### src/rtl/rmon_counter_update.sv
// rmon_counter_update
// Port-A read-modify-write engine for the RMON statistics RAM. After reset it
// zero-fills every counter. It then serves TX/RX increment requests with
// round-robin arbitration. Each update takes four cycles:
// grant -> read -> capture sum -> write.
// All outputs are registered. They are loaded on the edge that enters the state
// they belong to, so the READ address and acknowledge are visible one cycle
// after the grant, and the write one cycle after the sum is formed.
module rmon_counter_update #(
    parameter int ADDR_WIDTH = 6,
    parameter int DATA_WIDTH = 32,
    parameter int INC_WIDTH  = 16
) (
    input  logic                  Clk,
    input  logic                  Reset,
    input  logic                  Reg_apply_0,
    input  logic [ADDR_WIDTH-1:0] Reg_addr_0,
    input  logic [INC_WIDTH-1:0]  Reg_data_0,
    output logic                  Reg_next_0,
    input  logic                  Reg_apply_1,
    input  logic [ADDR_WIDTH-1:0] Reg_addr_1,
    input  logic [INC_WIDTH-1:0]  Reg_data_1,
    output logic                  Reg_next_1,
    output logic [ADDR_WIDTH-1:0] Addra,
    output logic [DATA_WIDTH-1:0] Dina,
    output logic                  Wea,
    input  logic [DATA_WIDTH-1:0] Douta,
    output logic                  Init_done
);

    typedef enum logic [2:0] {
        ST_INIT,
        ST_IDLE,
        ST_READ,
        ST_WAIT,
        ST_WRITE
    } state_t;

    state_t                  state_reg, state_next;
    logic [ADDR_WIDTH-1:0]   init_cnt_reg, init_cnt_next;
    logic                    ptr_reg, ptr_next;
    logic [ADDR_WIDTH-1:0]   addr_reg, addr_next;
    logic [INC_WIDTH-1:0]    inc_reg, inc_next;
    logic [ADDR_WIDTH-1:0]   addra_reg, addra_next;
    logic [DATA_WIDTH-1:0]   dina_reg, dina_next;
    logic                    wea_reg, wea_next;
    logic [1:0]              ack_reg, ack_next;
    logic                    init_done_reg, init_done_next;
    logic                    sel;

    // Channel requests gathered into vectors so one arbiter serves both.
    logic [1:0]              req;
    logic [ADDR_WIDTH-1:0]   ch_addr [2];
    logic [INC_WIDTH-1:0]    ch_inc  [2];

    assign req        = {Reg_apply_1, Reg_apply_0};
    assign ch_addr[0] = Reg_addr_0;
    assign ch_addr[1] = Reg_addr_1;
    assign ch_inc[0]  = Reg_data_0;
    assign ch_inc[1]  = Reg_data_1;

    assign Addra      = addra_reg;
    assign Dina       = dina_reg;
    assign Wea        = wea_reg;
    assign Reg_next_0 = ack_reg[0];
    assign Reg_next_1 = ack_reg[1];
    assign Init_done  = init_done_reg;

    // Next-state, arbitration and next-output logic.
    always_comb begin
        state_next     = state_reg;
        init_cnt_next  = init_cnt_reg;
        ptr_next       = ptr_reg;
        addr_next      = addr_reg;
        inc_next       = inc_reg;
        addra_next     = addra_reg;
        dina_next      = dina_reg;
        wea_next       = 1'b0;
        ack_next       = 2'b00;
        init_done_next = init_done_reg;
        sel            = 1'b0;

        case (state_reg)
            ST_INIT: begin
                wea_next      = 1'b1;
                dina_next     = '0;
                addra_next    = init_cnt_reg;
                init_cnt_next = init_cnt_reg + 1'b1;
                if (init_cnt_reg == {ADDR_WIDTH{1'b1}}) begin
                    state_next = ST_IDLE;
                end
            end
            ST_IDLE: begin
                init_done_next = 1'b1;
                if (req != 2'b00) begin
                    // The pointer only moves when there is a real contention.
                    if (req == 2'b11) begin
                        sel      = ptr_reg;
                        ptr_next = ~ptr_reg;
                    end else begin
                        sel = req[1];
                    end
                    addr_next     = ch_addr[sel];
                    inc_next      = ch_inc[sel];
                    addra_next    = ch_addr[sel];
                    ack_next[sel] = 1'b1;
                    state_next    = ST_READ;
                end
            end
            ST_READ: begin
                state_next = ST_WAIT;
            end
            ST_WAIT: begin
                // Douta now holds the counter addressed during READ.
                dina_next  = Douta + DATA_WIDTH'(inc_reg);
                addra_next = addr_reg;
                wea_next   = 1'b1;
                state_next = ST_WRITE;
            end
            ST_WRITE: begin
                state_next = ST_IDLE;
            end
            default: begin
                state_next = ST_INIT;
            end
        endcase
    end

    // State and output registers; reset discards any in-flight update.
    always_ff @(posedge Clk or posedge Reset) begin
        if (Reset) begin
            state_reg     <= ST_INIT;
            init_cnt_reg  <= '0;
            ptr_reg       <= 1'b0;
            addr_reg      <= '0;
            inc_reg       <= '0;
            addra_reg     <= '0;
            dina_reg      <= '0;
            wea_reg       <= 1'b0;
            ack_reg       <= 2'b00;
            init_done_reg <= 1'b0;
        end else begin
            state_reg     <= state_next;
            init_cnt_reg  <= init_cnt_next;
            ptr_reg       <= ptr_next;
            addr_reg      <= addr_next;
            inc_reg       <= inc_next;
            addra_reg     <= addra_next;
            dina_reg      <= dina_next;
            wea_reg       <= wea_next;
            ack_reg       <= ack_next;
            init_done_reg <= init_done_next;
        end
    end

endmodule

### config.mk
export PLATFORM = sky130hd
export DESIGN_NAME = rmon_counter_update
export DESIGN_NICKNAME = d
export VERILOG_FILES = /design/src/rtl/rmon_counter_update.sv
export SDC_FILE = /design/constraint.sdc
export NUM_CORES = 1
export LEC_CHECK = 0
export CAP_MARGIN = 20
export CELL_PAD_IN_SITES_DETAIL_PLACEMENT = 0
export CELL_PAD_IN_SITES_GLOBAL_PLACEMENT = 1
export CORE_AREA = 3 3 115 117
export CTS_CLUSTER_DIAMETER = 40
export CTS_CLUSTER_SIZE = 30
export DETAILED_ROUTE_END_ITERATION = 8
export DIE_AREA = 0 0 118 120
export HOLD_SLACK_MARGIN = 0.08
export PLACE_DENSITY_LB_ADDON = 0.1
export SLEW_MARGIN = 40
export SYNTH_ARGS = -nofsm -noshare
export SYNTH_HDL_FRONTEND = slang
export SYNTH_SLANG_ARGS = --single-unit
### constraint.sdc
create_clock -name Clk -period 3.6 [get_ports Clk]
set_input_delay 0.36 -clock Clk [delete_from_list [all_inputs] [get_ports Clk]]
set_output_delay 0.36 -clock Clk [all_outputs]
set_load 0.05 [all_outputs]
# Word-level counts from Yosys, hierarchy flattened
# Index checks and enable logic that the tools add are counted.
totals:
  ff_bits: 74
  word_cells: 55
  out_inout_bits: 42
classes:
  eq_ne: 8
  bitwise: 2
  mux: 20
  order_cmp: 3
  add_sub_neg: 2
  reduce_logical: 10
op_table:
  columns: ["operator", "n"]
  rows:
  - ["$pmux W32 S2", 1]
  - ["$mux W16", 3]
  - ["$add A32 B16 Y32", 1]
  - ["$mux W6", 4]
  - ["$pmux W6 S3", 1]
  - ["$pmux W3 S5", 1]
  - ["$add A6 B1 Y6 const B", 1]
  - ["$eq A3 B2 Y1 const B", 2]
  - ["$eq A6 B6 Y1 const B", 1]
  - ["$mux W3", 2]
  - ["$reduce_and A2 Y1", 3]
  - ["$mux W1", 5]
  - ["$mux W2", 2]
  - ["$ne A2 B2 Y1 const B", 2]
  - ["$reduce_bool A2 Y1", 2]
  - ["$eq A3 B1 Y1 const B", 1]
  - ["$eq A3 B3 Y1 const B", 1]
  - ["$logic_not A3 Y1", 1]
  - ["$reduce_and A3 Y1", 1]
  - ["$reduce_bool A3 Y1", 1]
  - ["$eq A2 B2 Y1 const B", 1]
  - ["$ge A2 B2 Y1 const B", 1]
  - ["$lt A1 B2 Y1 const B", 1]
  - ["$not A1 Y2", 1]
  - ["other kinds (5)", 5]

# Longest topological paths before layout
logic_depth:
  depth_word: 10
  ltp_mapped: 11

# Least setup slack after synthesis
# OpenSTA, ideal clock, no wires.
synth_timing:
  path_type: "in2reg"
  from: "input port Douta[0]"
  to: "register dina_reg[30], in the netlist Dina[30]"
  t_arrival_ns: 2.245
  setup_ns: 0.069
  path_stages: 11
  slack_ns: 1.286
  required_time_ns: 3.531
  cell_sequence: "ha_1 -> inv_1 -> fa_1 -> nor2b_2 -> o211ai_1 -> a211oi_2 -> a211o_1 -> buf_6 -> nand2_2 -> or4_1 -> nand3_1"
synth_between:
  elab_chain_len: 2
synth_lines:
  columns: ["element", "line", "text"]
  rows:
  - ["start, declared", "27", "input logic [DATA_WIDTH-1:0] Douta,"]
  - ["$add A32 B16 Y32", "115", "dina_next = Douta + DATA_WIDTH'(inc_reg);"]
  - ["$pmux W32 S2", "83", "case (state_reg)"]
  - ["end signal, assigned", "149", "dina_reg <= dina_next;"]
  - ["end, declared", "45", "logic [DATA_WIDTH-1:0] dina_reg, dina_next;"]
# No other way between the ends.
# A chain may end at the register's enable or synchronous reset.

# Final worst setup path
# Same ends and word-level chain as after synthesis.

==> results.txt <==
The worst hold margin is 0.272 ns. Summing all placed instances gives a cell area of 0.00566 mm^2. The die footprint came out at 0.0142 mm^2.

By area the synthesized netlist is led by sky130_fd_sc_hd__dfrtp_1 43%, sky130_fd_sc_hd__mux2i_1 6.8%, sky130_fd_sc_hd__nand2_1 6.4%. The final global-route overflow total is 0. CTS saw 74 sinks. The final count of hold timing violations is 0.

The number of cells upsized or downsized after cts is 0. Max-cap violations in this run came to 0. The routed via count divided by cell count is 4.83. In this run the count of I/O pins placed on the die edge is 122. Routability-driven placement finished with a final weighted congestion of 0.809. The post-route clock period utilization came out at 76.0%. The count of antenna-violating nets left after detailed routing is 0.

The via count of the first global-routing pass is 3647. The launch instance of the worst register-to-register path is inc_reg[0]. The total core area came out at 0.0125 mm^2.

The final net count is 682. The number of nets in the synthesized netlist came out at 565. Across the VDD grid, the largest voltage drop is 0.000405 V. The vertical extent of the die came out at 120 um. The detailed-route wire length came out at 11.3 mm. The type of element launching the critical path is an input port. In this run the tightest slew margin relative to its limit is 47.9%.

Global routing consumed, over all layers together, 16.3% of the routing resources. The clock slew seen by the registers of the worst setup and hold paths is 0.06 ns. The category of the most critical setup path is input port to flop. The arrival time at the worst endpoint is 3.01 ns.

Leaving out fill and tap cells, the most frequent cell in the layout is sky130_fd_sc_hd__clkdlybuf4s50_1. The DRC violation count after routing is 0. The number of flops mapped to enable cells by yosys is 0.

The number of endpoints failing setup at the final stage is 0. The data required time at the worst endpoint came out at 3.87 ns. The synthesis-to-finish area growth is 39.4%. The clock reaches the later pin of the worst-skew pair after 0.34 ns. Setup repair after global routing left no endpoint under its margin. The first TritonRoute pass finished after 4 iterations.

Counting flops and latches in the post-synthesis netlist gives 74. The count of buffers added by post-CTS timing repair for setup came out at 0. The wire length of the first global-routing pass came out at 18.3 mm. The fraction of registers with async set/reset is 100%. The worst setup path is captured at a flop.

For this design the static power due to leakage is 2.64 nW. In the final routed layout, each cell accounts on average for 14.9 um. The final antenna diode count is 0. The final number of max-transition violations came out at 0. The shortest period the worst path allows is 2.74 ns. Entering global routing, the biggest net connects 42 pins. The root buffer cell chosen for the clock tree is sky130_fd_sc_hd__clkbuf_16. The biggest area contributor in the post-synthesis netlist is sky130_fd_sc_hd__dfrtp_1. The number of levels in the clock H-tree is 3.

The share of final-layout standard cells stronger than drive strength 1 is 6.62%. The clock passes through at most 2 buffers. The worst-case clock skew came out at 0.00764 ns. The final design area excluding fillers is 0.00597 mm^2. Detailed routing inserted a total of 3676 vias. The post-detailed-placement half-perimeter wirelength came out at 8.94 mm.

The proportion of synthesized chip area in sequential cells came out at 43.3%. TritonCTS built the clock tree. The average footprint of a synthesized cell is 9.16 um^2. Among all flip-flop cells after synthesis, the most frequent one is sky130_fd_sc_hd__dfrtp_1.

The highest-delay cell along the critical path is sky130_fd_sc_hd__or4_1. The startpoint of the most critical setup path is Douta[0]. Leaving out fill and tap cells, the most frequent cells in the layout are 121 x sky130_fd_sc_hd__clkdlybuf4s50_1, 74 x sky130_fd_sc_hd__dfrtp_1, 73 x sky130_fd_sc_hd__nand2_1, 53 x sky130_fd_sc_hd__o21ai_0, 29 x sky130_fd_sc_hd__mux2i_1. The accumulated negative setup slack is 0 ns. Of all nets on the critical path, the largest fanout is 8. The area of the mapped netlist is 0.00428 mm^2. The power density over the cells is 873 mW/mm^2. The initial core utilization is 34.3%. The count of filler cells inserted in the layout is 1220. The floorplan has 41 rows.

The highest attainable clock frequency came out at 365 MHz. The number of warnings printed during yosys synthesis is 0. Traced cell by cell, the critical path runs through clkdlybuf4s50_1 > ha_1 > inv_1 > fa_1 > nor2b_2 > o211ai_1 > a211oi_2 > a211o_1 > nand2_2 > or4_1 > nand3_1.

The number of buffers inserted by hold repair at cts came out at 0. The slew at the pin closest to its max-slew limit came out at 0.780 ns. The share of the synthesized area in the top cell type is 43.3%.

The die width came out at 118 um. The cell count after synthesis is 467. On the worst path, the slowest cell contributes a delay of 0.47 ns.

The worst hold-check path type is input port to asynchronous set/reset pin. The count of port buffers added during placement is 121. The initial antenna violation count was 0. The number of different library cells used by synthesis comes to 51. The register with the most flip-flops in the layout has 32 of them.

The flow ran to the end, and the final reports show no timing, DRC or antenna violations. The number of buffers inserted during clock tree synthesis is 9. The detailed router's first-iteration violation count came out at 170.
[final timing paths]
check	end	slack, ns	cells after the start
hold reg to reg	Dina[9]	0.47	2
min in group Clk	Dina[9]	0.47	2
hold / removal	Addra[2]	0.27	2
setup reg to reg	Dina[30]	0.97	10
max in group asynchronous	inc_reg[4]	2.60	3
setup / recovery	Dina[30]	0.86	11
[layer usage]
metal	share of wire, %	vias up	global-route usage, %
met3	5.0	8	3.72
met5	0	-	0
met1	47	1692	21.6
met4	1.1	0	5.49
li1	-	1879	-
met2	47	97	26.5
[synthesized netlist by cell type (2+ instances only)]
cell	n
sky130_fd_sc_hd__a211oi_1	3
sky130_fd_sc_hd__a211oi_2	2
sky130_fd_sc_hd__a21o_1	5
sky130_fd_sc_hd__a21oi_1	20
sky130_fd_sc_hd__a22o_1	2
sky130_fd_sc_hd__a31oi_1	2
sky130_fd_sc_hd__and3_1	9
sky130_fd_sc_hd__buf_2	6
sky130_fd_sc_hd__buf_4	2
sky130_fd_sc_hd__clkbuf_1	13
sky130_fd_sc_hd__dfrtp_1	74
sky130_fd_sc_hd__ha_1	17
sky130_fd_sc_hd__inv_1	11
sky130_fd_sc_hd__mux2i_1	29
sky130_fd_sc_hd__nand2_1	73
sky130_fd_sc_hd__nand2b_1	6
sky130_fd_sc_hd__nand3_1	15
sky130_fd_sc_hd__nand3b_1	3
sky130_fd_sc_hd__nand4_1	10
sky130_fd_sc_hd__nor2_1	23
sky130_fd_sc_hd__nor2b_1	4
sky130_fd_sc_hd__nor3_1	4
sky130_fd_sc_hd__o211ai_1	5
sky130_fd_sc_hd__o21a_1	3
sky130_fd_sc_hd__o21ai_0	53
sky130_fd_sc_hd__o21ai_1	16
sky130_fd_sc_hd__o21bai_1	3
sky130_fd_sc_hd__xnor2_1	14
sky130_fd_sc_hd__xor2_1	18
[metrics by stage]
| step | total power (W) | util (%) | std cells | setup WS [ns] |
|---|---|---|---|---|
| floorplan | 0.00344 | - | 467 | 1.29 |
| global placement | 0.00431 | 45.4 | 745 | 0.563 |
| detailed placement | 0.00434 | 45.4 | 745 | 0.530 |
| CTS | 0.00527 | 47.8 | 761 | 0.875 |
| global route | 0.00559 | 47.9 | 761 | 0.722 |
| finish | 0.00521 | 47.9 | 761 | 0.864 |
[report_power, final]
| group | internal (W) | leakage [nW] | switching (W) |
|---|---|---|---|
| clock | 0.000541 | 0.142 | 0.000370 |
| sequential | 0.00120 | 0.951 | 0.000274 |
| combinational | 0.00106 | 1.55 | 0.00176 |
| total | 0.00280 | 2.64 | 0.00241 |
[logic make-up after synthesis]
group                      count (synthesis)  share of synthesized area [%]
buffers and inverters                     34                           3.51
adders and majority gates                 18                           5.44
muxes                                     30                           7.05
AOI/OAI and AO/OA                        125                           17.5
and+or+nand+nor                          154                           16.7
DFF                                       74                           43.3
xor gates and xnor gates                  32                           6.55
[cell type report]
class | count | area [um^2] | share of cell area [%]
clock buffers | 9 | 225 | 3.78
clock inverters | 7 | 76.3 | 1.28
inverters | 12 | 45.0 | 0.755
multi-input cells | 359 | 2290 | 38.4
flip-flops and latches | 74 | 1850 | 31.0
well taps | 172 | 215 | 3.61
repair buffers | 128 | 1260 | 21.2
[worst max-delay path: cells and delay by family]
kind,cells,cell delay [ns]
AO/OA/AOI/OAI,3,0.78
adder cells (fa/ha/maj),2,0.57
buffers and inverters,2,0.51
AND/OR/NAND/NOR,4,0.78
Power figures use the tool's default switching activity.
